**src/rtl/ssd_scan_rx_pkg.sv**
```systemverilog
// ssd_scan_rx_pkg: shared display constants (active-low segment patterns {a,b,c,d,e,f,g,dp}, dp off)
package ssd_scan_rx_pkg;
    localparam int DEF_SSD_NUM       = 4;
    localparam int DEF_SSD_BIT_WIDTH = 8;
    localparam logic [7:0] SS_0     = 8'h03;
    localparam logic [7:0] SS_1     = 8'h9F;
    localparam logic [7:0] SS_2     = 8'h25;
    localparam logic [7:0] SS_3     = 8'h0D;
    localparam logic [7:0] SS_4     = 8'h99;
    localparam logic [7:0] SS_5     = 8'h49;
    localparam logic [7:0] SS_6     = 8'h41;
    localparam logic [7:0] SS_7     = 8'h1F;
    localparam logic [7:0] SS_8     = 8'h01;
    localparam logic [7:0] SS_9     = 8'h09;
    localparam logic [7:0] SS_A     = 8'h11;
    localparam logic [7:0] SS_B     = 8'hC1;
    localparam logic [7:0] SS_C     = 8'h63;
    localparam logic [7:0] SS_D     = 8'h85;
    localparam logic [7:0] SS_E     = 8'h61;
    localparam logic [7:0] SS_F     = 8'h71;
    localparam logic [7:0] SS_BLANK = 8'hFF;
    localparam logic [15:0][7:0] SS_HEX = {SS_F, SS_E, SS_D, SS_C, SS_B, SS_A, SS_9, SS_8,
                                           SS_7, SS_6, SS_5, SS_4, SS_3, SS_2, SS_1, SS_0};
endpackage

```
**src/rtl/ssd_seg_decode.sv**
```systemverilog
// ssd_seg_decode: 7-bit active-low segment pattern {a..g} -> hex value, valid and blank flags
// Ports: pat in; valid (pattern is 0-F), blank (all segments off), value (decoded digit) out.
module ssd_seg_decode
    import ssd_scan_rx_pkg::*;
(
    input  logic [6:0] pat,
    output logic       valid,
    output logic       blank,
    output logic [3:0] value
);
    always_comb begin
        valid = 1'b0;
        value = 4'h0;
        for (int k = 0; k < 16; k++) begin
            if (pat == SS_HEX[k][7:1]) begin
                valid = 1'b1;
                value = 4'(k);
            end
        end
        blank = pat == SS_BLANK[7:1];
    end
endmodule

```
**src/rtl/ssd_scan_rx.sv**
```systemverilog
// ssd_scan_rx: receiver for the scanned 7-segment bus, decodes each settled digit dwell
// Ports: clk, rst_n (async, active-low); segs/ssd_ctl scanned bus in (active-low);
//        digits/dp/dig_valid per-digit captures out; frame_done, pat_err, ctl_err one-cycle pulses.
module ssd_scan_rx
    import ssd_scan_rx_pkg::*;
#(
    parameter int SSD_NUM       = DEF_SSD_NUM,
    parameter int SSD_BIT_WIDTH = DEF_SSD_BIT_WIDTH,
    parameter int SETTLE_CYCLES = 4
) (
    input  logic                     clk,
    input  logic                     rst_n,
    input  logic [SSD_BIT_WIDTH-1:0] segs,
    input  logic [SSD_NUM-1:0]       ssd_ctl,
    output logic [4*SSD_NUM-1:0]     digits,
    output logic [SSD_NUM-1:0]       dp,
    output logic [SSD_NUM-1:0]       dig_valid,
    output logic                     frame_done,
    output logic                     pat_err,
    output logic                     ctl_err
);
    localparam int BW = SSD_BIT_WIDTH + SSD_NUM;
    localparam int CW = $clog2(SETTLE_CYCLES);
    localparam logic [CW-1:0] CNT_MAX = CW'(SETTLE_CYCLES - 1);

    logic [BW-1:0]            s1, s2, prev;
    logic [CW-1:0]            cnt, cnt_nxt;
    logic                     captured, stable, cap, wr, multi;
    logic [SSD_BIT_WIDTH-1:0] seg_s;
    logic [SSD_NUM-1:0]       ctl_s, sel, mask;
    logic                     dec_valid, dec_blank;
    logic [3:0]               dec_value;

    always_ff @(posedge clk or negedge rst_n) begin
        if (!rst_n) begin
            s1   <= '0;
            s2   <= '0;
            prev <= '0;
        end else begin
            s1   <= {segs, ssd_ctl};
            s2   <= s1;
            prev <= s2;
        end
    end

    assign seg_s = s2[BW-1:SSD_NUM];
    assign ctl_s = s2[SSD_NUM-1:0];
    assign sel   = ~ctl_s;

    // The capture registers on the same edge the counter reaches its top value,
    // so one strobe per dwell; captured holds it off until the bus changes.
    always_comb begin
        stable  = s2 == prev;
        cnt_nxt = !stable ? '0 : (cnt == CNT_MAX ? cnt : cnt + 1'b1);
        cap     = stable && cnt_nxt == CNT_MAX && !captured;
        wr      = cap && $countones(sel) == 1;
        multi   = cap && $countones(sel) > 1;
    end

    always_ff @(posedge clk or negedge rst_n) begin
        if (!rst_n) begin
            cnt      <= '0;
            captured <= 1'b0;
        end else begin
            cnt      <= cnt_nxt;
            captured <= stable && (captured || cap);
        end
    end

    ssd_seg_decode u_dec (
        .pat   (seg_s[SSD_BIT_WIDTH-1 -: 7]),
        .valid (dec_valid),
        .blank (dec_blank),
        .value (dec_value)
    );

    always_ff @(posedge clk or negedge rst_n) begin
        if (!rst_n) begin
            digits    <= '0;
            dp        <= '0;
            dig_valid <= '0;
            pat_err   <= 1'b0;
            ctl_err   <= 1'b0;
        end else begin
            pat_err <= wr && !dec_valid && !dec_blank;
            ctl_err <= multi;
            for (int i = 0; i < SSD_NUM; i++) begin
                if (wr && sel[i]) begin
                    dp[i]        <= ~seg_s[0];
                    dig_valid[i] <= dec_valid;
                    if (dec_valid)
                        digits[4*i +: 4] <= dec_value;
                end
            end
        end
    end

    // A full mask is reported and cleared together; a same-cycle capture lands in the new frame.
    always_ff @(posedge clk or negedge rst_n) begin
        if (!rst_n) begin
            mask       <= '0;
            frame_done <= 1'b0;
        end else begin
            frame_done <= &mask;
            mask       <= (&mask ? '0 : mask) | (wr ? sel : '0);
        end
    end
endmodule

```
**config.mk**
```make
export PLATFORM = sky130hd
export DESIGN_NAME = ssd_scan_rx
export DESIGN_NICKNAME = d
export VERILOG_FILES = /design/src/rtl/ssd_scan_rx_pkg.sv /design/src/rtl/ssd_seg_decode.sv /design/src/rtl/ssd_scan_rx.sv
export SDC_FILE = /design/constraint.sdc
export NUM_CORES = 1
export LEC_CHECK = 0
export ABC_AREA = 0
export ABC_CLOCK_PERIOD_IN_PS = 3200
export BUFFER_PORTS_ARGS = -buffer_cell sky130_fd_sc_hd__buf_4
export CAP_MARGIN = 20
export CORE_MARGIN = 1.5
export CORE_UTILIZATION = 56
export DETAILED_ROUTE_END_ITERATION = 10
export PLACE_DENSITY = 0.87
export SLEW_MARGIN = 20
export SYNTH_ARGS = -nofsm -noshare
export SYNTH_HDL_FRONTEND = slang
export SYNTH_SLANG_ARGS = --single-unit
```
**constraint.sdc**
```tcl
create_clock -name clk -period 3.2 [get_ports clk]
set_input_delay 0.64 -clock clk [delete_from_list [all_inputs] [get_ports clk]]
set_output_delay 0.64 -clock clk [all_outputs]
set_load 0.03 [all_outputs]
```
* Word-level counts from Yosys, hierarchy flattened
Index checks and enable logic that the tools add are counted.
Storage, ports and cells: bits in registers 70, bits in latches 0, bits in writable memories 0, bits in read-only memories 0, input bits 14, output and inout bits 27, word-level logic and storage cells 105, memories kept 0
Cells by class: add/subtract/negate cells 4, multipliers 0, divide/modulo/power cells 0, order comparisons 1, eq/ne operators 20, shift operators 0, mux-type cells 35, bitwise gates (word level) 3, reductions and logical operators 21
Operator list (number):
- $mux 4 | 10
- $eq 7x6->1 const B | 5
- $eq 7x7->1 const B | 5
- $eq 32x2->1 const B | 1
- $mux 1 | 17
- $eq 7x3->1 const B | 2
- $eq 7x4->1 const B | 2
- $eq 12x12->1 | 1
- $mux 3 | 4
- $logic_and 1x1->1 | 11
- $mux 2 | 4
- $reduce_and 2->1 | 4
- $eq 7x1->1 const B | 1
- $eq 7x5->1 const B | 1
- $logic_not 7->1 | 1
- $add 1x1->2 | 2
- $eq 2x2->1 const B | 2
- $not 4->4 | 1
- $or 4x4->4 | 1
- $reduce_and 4->1 | 1
- $add 2x2->3 | 1
- $gt 3x1->1 const B | 1
- $logic_not 1->1 | 3
- $add 2x1->2 const B | 1
- other kinds (2) | 2

* Longest topological paths before layout
Gate-level depths: netlist of the first run.
word-level depth 20, depth in mapped cells 12, depth with buffers taken out 10

* Modules after synthesis
A second synthesis of the first run with hierarchy kept.
Second synthesis, totals: cell total of the unflattened synthesis 218, area total of the unflattened synthesis 2849.0 sq um
By module, submodules not included:
- ssd_scan_rx | instances 1, cells an instance 166, area an instance 2504.9 sq um, seq. area each 1751.7 sq um
- ssd_seg_decode | instances 1, cells an instance 52, area an instance 344.1 sq um, seq. area each 0.0 sq um

* Worst setup path after synthesis of the first run
Ideal clock, no wire load.
path kind register -> register, start point register s2[0], end point register dig_valid[1], library setup time 0.125 ns, data arrival time 2.535 ns, required time 3.075 ns, path slack 0.541 ns, cell stages (with the launch flop) 12, path buffers 1, clock period less this slack 2.659 ns, cells stage by stage dfrtp_1 > fa_1 > inv_1 > ha_1 > inv_1 > ha_1 > nor2_1 > and3_1 > nand4bb_1 > buf_4 > nor2_2 > mux2_2
On the way: word-level cells in the longest chain between the ends 7, elaborated cells between the ends (all ways) 11, classes of those cells 2 x add/sub; 3 x eq/ne; 1 x mux; 1 x bitwise; 4 x reduce/logical
Ends and longest elaborated chain:
- start, declared | line ssd_scan_rx.sv:26 | logic [BW-1:0] s1, s2, prev;
- start signal, assigned | line ssd_scan_rx.sv:37 | s2 <= '0;
- start signal, assigned | line ssd_scan_rx.sv:41 | s2 <= s1;
- parallel branches: the longest is 5 deep, another holds $add 2x2->3
- $logic_and 1x1->1 * | line ssd_scan_rx.sv:56 | wr = cap && $countones(sel) == 1;
- $logic_and 1x1->1 * | line ssd_scan_rx.sv:88 | if (wr && sel[i]) begin
- end signal, assigned by index | line ssd_scan_rx.sv:90 | dig_valid[i] <= dec_valid;
- end, declared | line ssd_scan_rx.sv:17 | output logic [SSD_NUM-1:0] dig_valid,
Mark *: on every way between the ends. A chain may end at the register's enable or synchronous reset.

* Worst setup path after layout of the first run
start point register s2[3], end point register dig_valid[2]
Same word-level chain as after synthesis.

==> results.md, run 1 <==
| Parameter | Reported | Unit |
|:---|:---|:---|
| Outcome | finished clean | - |
| Number of cells after detailed placement | 313 | - |
| Max rail drop VDD | 0.416 | mV |
| Fraction of final layout cells sized beyond drive strength 1 | 31.3 | % |
| Flip-flop and latch count after synthesis | 70 | - |
| Post-Synthesis Cells | 212 | - |
| Die Span X | 74.3 | um |
| Min-Delay Path Class | reg2reg | - |
| Area growth syn-to-layout | 20.1 | % |
| TNS Setup | 0 | ns |
| Number of nets in the synthesized netlist | 230 | - |
| Total Die Area | 0.00552 | mm^2 |
| Min Tclk post-route | 2.87 | ns |
| Average vias per placed instance | 5.59 | - |
| Resized cells post-CTS | 0 | - |
| Clk_lat worst skew | 0.35 | ns |
| End point of the most critical hold path | s2[10]$_DFF_PN0_ | - |
| Final WL | 5.23 | mm |
| Number of buffers inserted during clock tree synthesis | 9 | - |
| Fraction of synthesis flops using an asynchronous set or reset pin | 100 | % |
| Highest routed layer | met4 | - |
| Reg-to-Reg End | dig_valid[2]$_DFFE_PN0P_ | - |
| Net Sw Frac | 22.8 | % |
| Most common library cell in the layout ignoring fill and taps | dfrtp_1 | - |
| CTS sink cnt | 70 | - |
| Synth Cell Area | 0.00285 | mm^2 |
| RePlAce Congestion | 0.764 | - |
| Standard-cell rows | 25 | - |
| Total of max-cap violations | 0 | - |
| Top flip-flop cell by instance count after synthesis | dfrtp_1 | - |
| Critical path required time | 3.44 | ns |
| Final period utilization | 89.6 | % |
| Area share of the largest cell type after synthesis | 61.5 | % |
| Residual antenna-violating net count after detailed routing | 0 | - |
| Worst reg2reg setup slack | 0.33 | ns |
| Initial antenna violation count | 0 | - |
| Max H-tree Level | 3 | - |
| Maximum operating frequency | 349 | MHz |
| Final setup violation count | 0 | - |
| Count of port buffers added during placement | 40 | - |
| TritonRoute pass-1 iters | 4 | - |
| Cell types with the largest area share after synthesis | dfrtp_1 61%, a2bb2oi_1 3.7%, a211oi_2 2.6% | - |
| CTS tree | built | - |
| Leading cell types in the layout, fill and taps excluded | 70 x dfrtp_1, 45 x buf_4, 12 x a2bb2oi_1, 11 x inv_1, 11 x nor2_1 | - |
| Post-detailed-route wirelength per cell | 15.9 | um |
| Pin count of the biggest net entering global routing | 71 | - |
| Mean area per synthesized cell | 13.4 | um^2 |
| Filler cells | 363 | - |
| Via count of the first global-routing pass | 1,784 | - |
| Number of max-slew violations in the final report | 0 | - |
| WL met1 | 2.32 | mm |
| Largest buffer count on any clock path | 2 | - |
| Leak pwr | 1.64 | nW |
| Start of the worst register-to-register path | s2[3]$_DFF_PN0_ | - |
| Total length of routed met2 wires | 2.52 | mm |
| Number of endpoints with negative hold slack in the final report | 0 | - |
| Placeable core area | 0.00482 | mm^2 |
| CP Max Fanout | 21 | - |
| Reg clk slew, reported paths | 0.08 | ns |
| Antenna Cells | 0 | - |
| Proportion of power drawn by the clock network | 43.7 | % |
| Worst slew margin | 44.7 | % |
| Global-route usage over all layers | 22.1 | % |
| Distinct cell type count of the synthesized netlist | 53 | - |
| Power share of the sequential group | 51.3 | % |
| Cell Count, Final, Fillers Out | 329 | - |
| Number of warnings printed during yosys synthesis | 0 | - |
| Pin slew with the least headroom to its limit | 0.829 | ns |
| Setup repair after global routing missed its margin | no | - |
| Number of buffers inserted for hold repair after clock tree synthesis | 0 | - |
| Number of DRC violations after detailed-routing iteration 0 | 120 | - |
| DRC violations left | 0 | - |
| Final Hold Slack | 0.349 | ns |
| # nets final | 275 | - |
| Setup repair bufs after CTS | 0 | - |
| Post-synthesis sequential area ratio | 61.5 | % |
| Clk_skew | 0.00682 | ns |
| CP startpoint kind | flop | - |
| First-pass GRT wire length | 8.65 | mm |
| Clock tree root buffer cell | clkbuf_8 | - |
| Crit path capture type | flop | - |
| Number of cell instances on the worst register-to-register path | 11 | - |
| Routed length on met3 | 320 | um |
| Hold Startpoint | s1[10]$_DFF_PN0_ | - |
| EDFF count, synth | 0 | - |
| Cell internal power dissipation | 0.00141 | W |
| Hold path depth | 0 | - |
| Number of top-level design ports | 41 | - |
| Hpwl dp | 3.52 | mm |
| Routed via count | 1,839 | - |
| Most area-hungry cell type in the Yosys netlist | dfrtp_1 | - |
| Power density over the cells | 535 | mW/mm^2 |
| Crit Path Class | reg2reg | - |
| Power spent charging and discharging nets | 0.000417 | W |
| Effective utilization at floorplan | 59.1 | % |
| Part of the power in combinational logic | 5.0 | % |
| Chip height | 74.3 | um |
| Sum of overflow across all layers after global routing | 0 | - |
| Arrival time reported for the critical path endpoint | 3.10 | ns |
==> Yosys cell counts (2+ instances only) <==
cell        n
nor4_1      2
buf_4       8
nor4b_1     2
ha_1        3
a21o_1      4
a211oi_2    6
xor2_1      6
nor3_1      4
a2bb2oi_1  12
dfrtp_1    70
a211oi_1    2
nand2_1     3
nor2_1     11
xnor2_1     8
nor2_2      2
o32ai_1     4
inv_1      11
nand4_1     4
nand3_1     3
o21ai_0     6
or3_1       2
o31ai_1     4
a21oi_1     2
mux2_2      4
==> cells by family (layout without fill, tap and decap cells) <==
| kind of cell | Yosys count | in the layout | share of synthesized area [%] |
|---|---|---|---|
| simple gates | 49 | 49 | 11.3 |
| compound gates | 49 | 49 | 15.1 |
| xor+xnor | 14 | 14 | 4.30 |
| mux | 4 | 4 | 1.58 |
| flops | 70 | 70 | 61.5 |
| buf+inv | 22 | 72 | 4.26 |
| fa+ha+maj | 4 | 4 | 2.02 |
==> critical path: stages, from the launching register on <==
cell and delay (ns):
dfrtp_1 0.54, fa_1 0.47, inv_1 0.06, ha_1 0.17
inv_1 0.05, ha_1 0.28, nor2_1 0.12, and3_1 0.15
nand4bb_1 0.10, buf_4 0.23, nor2_2 0.21, mux2_2 0.36
==> per-layer routing <==
| layer | global-route usage [%] | up-vias |
|---|---|---|
| li1 | - | 855 |
| met1 | 31.0 | 924 |
| met2 | 31.3 | 53 |
| met3 | 9.08 | 7 |
| met4 | 7.68 | 0 |
| met5 | 0 | - |
==> worst max-delay path by stage <==
stage	from	to
after detailed placement	s2[1]$_DFF_PN0_	dig_valid[2]$_DFFE_PN0P_
after floorplan	s2[0]$_DFF_PN0_	dig_valid[1]$_DFFE_PN0P_
after global routing	s2[1]$_DFF_PN0_	dig_valid[2]$_DFFE_PN0P_
final	s2[3]$_DFF_PN0_	dig_valid[2]$_DFFE_PN0P_
after global placement	s2[1]$_DFF_PN0_	dig_valid[2]$_DFFE_PN0P_
after CTS	s2[3]$_DFF_PN0_	dig_valid[2]$_DFFE_PN0P_
==> sequential cells by signal (all words and copies together) (netlist names) <==
name        flops
digits         16
prev           12
s1             12
s2             12
dig_valid       4
dp              4
mask            4
cnt             2
captured        1
ctl_err         1
frame_done      1
pat_err         1
==> per-stage QoR <==
stage                     cell area (um^2)  setup slack (ns)  util (%)  total power (W)
after global routing                  3420             0.231      71.0          0.00190
after floorplan                       2850             0.541         -          0.00100
after global placement                3190             0.497      66.2          0.00104
final                                 3420             0.334      71.0          0.00183
after detailed placement              3190             0.419      66.2          0.00105
after CTS                             3420             0.384      71.0          0.00185
==> area by class of cell <==
class,instances,area [um^2],area share (%)
multi-input cells,120,976,28.5
clock inverters,6,92.6,2.71
inverters,11,41.3,1.21
well taps,67,83.8,2.45
repair buffers,45,338,9.88
flip-flops and latches,70,1750,51.2
clock buffers,10,138,4.02
==> power groups by stage <==
| stage | clock (W) | sequential [W] | combinational (W) |
|---|---|---|---|
| floorplan | 0 | 0.000938 | 0.0000660 |
| global placement | 0 | 0.000953 | 0.0000899 |
| detailed placement | 0 | 0.000955 | 0.0000920 |
| CTS | 0.000819 | 0.000937 | 0.0000929 |
| global route | 0.000854 | 0.000941 | 0.000104 |
| finish | 0.000800 | 0.000938 | 0.0000915 |
Note: power is estimated with default switching activity, not from simulation.
==> run 2, diff against run 1 <==
--- a/config.mk
+++ b/config.mk
@@ -13,6 +13,7 @@
 export CORE_UTILIZATION = 56
 export DETAILED_ROUTE_END_ITERATION = 10
 export PLACE_DENSITY = 0.87
+export SETUP_SLACK_MARGIN = 0.5
 export SLEW_MARGIN = 20
 export SYNTH_ARGS = -nofsm -noshare
 export SYNTH_HDL_FRONTEND = slang
==> run 2 against run 1 <==
Against the previous run:
- first-iteration DRC count is 43% higher
- sequential share of layout area fell by 3.1 points
- critical endpoint is now digits[13]$_DFFE_PN0P_
- register-to-register slack improved by 0.11 ns
- clock power grew 1%
- critical path depth unchanged
==> results.md, run 2 (synthesized netlist as in run 1, its figures left out) <==
| Parameter | Reported | Unit |
|:---|:---|:---|
| Routed via count | 2,054 | - |
| Final WL | 6.73 | mm |
| RePlAce Congestion | 0.764 | - |
| Largest delay contributor family on the critical path | adder cells | - |
| Power density over the cells | 511 | mW/mm^2 |
| Clk_lat worst skew | 0.36 | ns |
| Part of the power in combinational logic | 6.2 | % |
| Max H-tree Level | 3 | - |
| Most common library cell in the layout ignoring fill and taps | dfrtp_1 | - |
| Die Span X | 74.3 | um |
| CTS tree | built | - |
| Setup repair after global routing missed its margin | no | - |
| Leak pwr | 1.74 | nW |
| Total Die Area | 0.00552 | mm^2 |
| Max rail drop VDD | 0.419 | mV |
| Sum of overflow across all layers after global routing | 0 | - |
| Cell Chain, Critical Path | fa_1 > inv_1 > ha_2 > inv_2 > ha_4 > nor2_2 > and3_4 > nand4bb_4 > buf_12 > a211oi_4 > a2bb2oi_1 | - |
| Chip height | 74.3 | um |
| Leading cell types in the layout, fill and taps excluded | 68 x dfrtp_1, 54 x buf_4, 12 x a2bb2oi_1, 10 x inv_1, 10 x clkbuf_8 | - |
| Cell Count, Final, Fillers Out | 341 | - |
| Final setup violation count | 0 | - |
| Power share of the sequential group | 50.3 | % |
| CP startpoint kind | flop | - |
| Number of max-slew violations in the final report | 0 | - |
| Slowest stage delay, CP | 0.54 | ns |
| # nets final | 287 | - |
| Global-route usage over all layers | 22.4 | % |
| Net Sw Frac | 23.8 | % |
| Effective utilization at floorplan | 59.1 | % |
| Post-detailed-route wirelength per cell | 19.7 | um |
| CP Max Fanout | 6 | - |
| Crit Path Class | reg2reg | - |
| Crit path capture type | flop | - |
| Worst reg2reg setup slack | 0.44 | ns |
| Pin slew with the least headroom to its limit | 0.840 | ns |
| Number of buffers inserted during clock tree synthesis | 9 | - |
| Via count of the first global-routing pass | 1,796 | - |
| Clk_skew | 0.0116 | ns |
| Placeable core area | 0.00482 | mm^2 |
| Largest buffer count on any clock path | 2 | - |
| Area growth syn-to-layout | 28.1 | % |
| Reg clk slew, reported paths | 0.08 | ns |
| Hpwl dp | 3.52 | mm |
| Min-Delay Path Class | reg2reg | - |
| Fraction of final layout cells sized beyond drive strength 1 | 37.6 | % |
| Number of DRC violations after detailed-routing iteration 0 | 172 | - |
| Bufs and invs on worst path | 3 | - |
| Proportion of power drawn by the clock network | 43.5 | % |
| Critical path required time | 3.45 | ns |
| Arrival time reported for the critical path endpoint | 3.00 | ns |
| Slowest cell on the critical path | fa_1 | - |
| Largest register FFs | 16 | - |
| CTS sink cnt | 70 | - |
| Antenna Cells | 0 | - |
| Outcome | finished clean | - |
| Average vias per placed instance | 6.02 | - |
| Count of port buffers added during placement | 40 | - |
| Min Tclk post-route | 2.76 | ns |
| Cell internal power dissipation | 0.00142 | W |
| Initial antenna violation count | 0 | - |
| Number of cells after detailed placement | 313 | - |
| Maximum operating frequency | 363 | MHz |
| Number of top-level design ports | 41 | - |
| Final setup slack of the worst path | 0.443 | ns |
| Power spent charging and discharging nets | 0.000444 | W |
| Total of max-cap violations | 0 | - |
| TNS Setup | 0 | ns |
| Placement Setup Slack | 0.419 | ns |
| TritonRoute pass-1 iters | 4 | - |
| Standard-cell rows | 25 | - |
| Clock tree root buffer cell | clkbuf_8 | - |
| Number of endpoints with negative hold slack in the final report | 0 | - |
| Final period utilization | 86.2 | % |
| Pin count of the biggest net entering global routing | 71 | - |
| DRC violations left | 0 | - |
| Worst slew margin | 44.0 | % |
| Reg with most FFs | digits | - |
| First-pass GRT wire length | 8.78 | mm |
| Residual antenna-violating net count after detailed routing | 0 | - |
## run 2: final timing paths
kind	cells past startpoint	endpoint	startpoint
max reg2reg	11	digits[13]$_DFFE_PN0P_	s2[0]$_DFF_PN0_
min	0	s2[1]$_DFF_PN0_	s1[1]$_DFF_PN0_
min in group asynchronous	1	s1[8]$_DFF_PN0_	rst_n
max	11	digits[13]$_DFFE_PN0P_	s2[0]$_DFF_PN0_
max in group asynchronous	1	s2[1]$_DFF_PN0_	rst_n
min reg2reg	0	s2[1]$_DFF_PN0_	s1[1]$_DFF_PN0_
## run 2: final cells by class
type | count | area [um^2]
clock buffer | 10 | 138
clock inverter | 6 | 92.6
fill | 311 | 1170
inverter | 11 | 41.3
multi-input combinational | 120 | 1060
sequential | 70 | 1750
tap | 67 | 83.8
timing repair buffer | 57 | 475
## run 2: what timing repair did
action | in CTS | in global routing
hold buffers | 0 | 0
pin swaps | 0 | 4
gates cloned | 0 | 2
gates resized for setup | 6 | 14
setup buffers | 1 | 9
setup endpoints to repair | 17 | 19
## run 2: per-layer routing
layer	wire [um]	track usage, %	up-vias
li1	-	-	882
met1	2710	31.8	1042
met2	3340	31.2	109
met3	509	9.62	21
met4	177	7.68	0
met5	0	0	-
## run 2: stage by stage
stage                     instance area (um^2)  hold WS (ns)  utilization (%)  power, W
after floorplan                           2850         0.331                -   0.00100
after global placement                    3190         0.334             66.2   0.00104
after detailed placement                  3190         0.335             66.2   0.00105
after CTS                                 3450         0.350             71.7   0.00185
after global routing                      3650         0.359             75.8   0.00193
final                                     3650         0.350             75.8   0.00187
## run 2: power groups by stage
stage                     registers [W]  clock network (W)  logic [W]
after detailed placement       0.000955                  0  0.0000920
after floorplan                0.000938                  0  0.0000660
after CTS                      0.000937           0.000819  0.0000958
after global placement         0.000953                  0  0.0000899
after global routing           0.000941           0.000858   0.000127
final                          0.000938           0.000811   0.000117
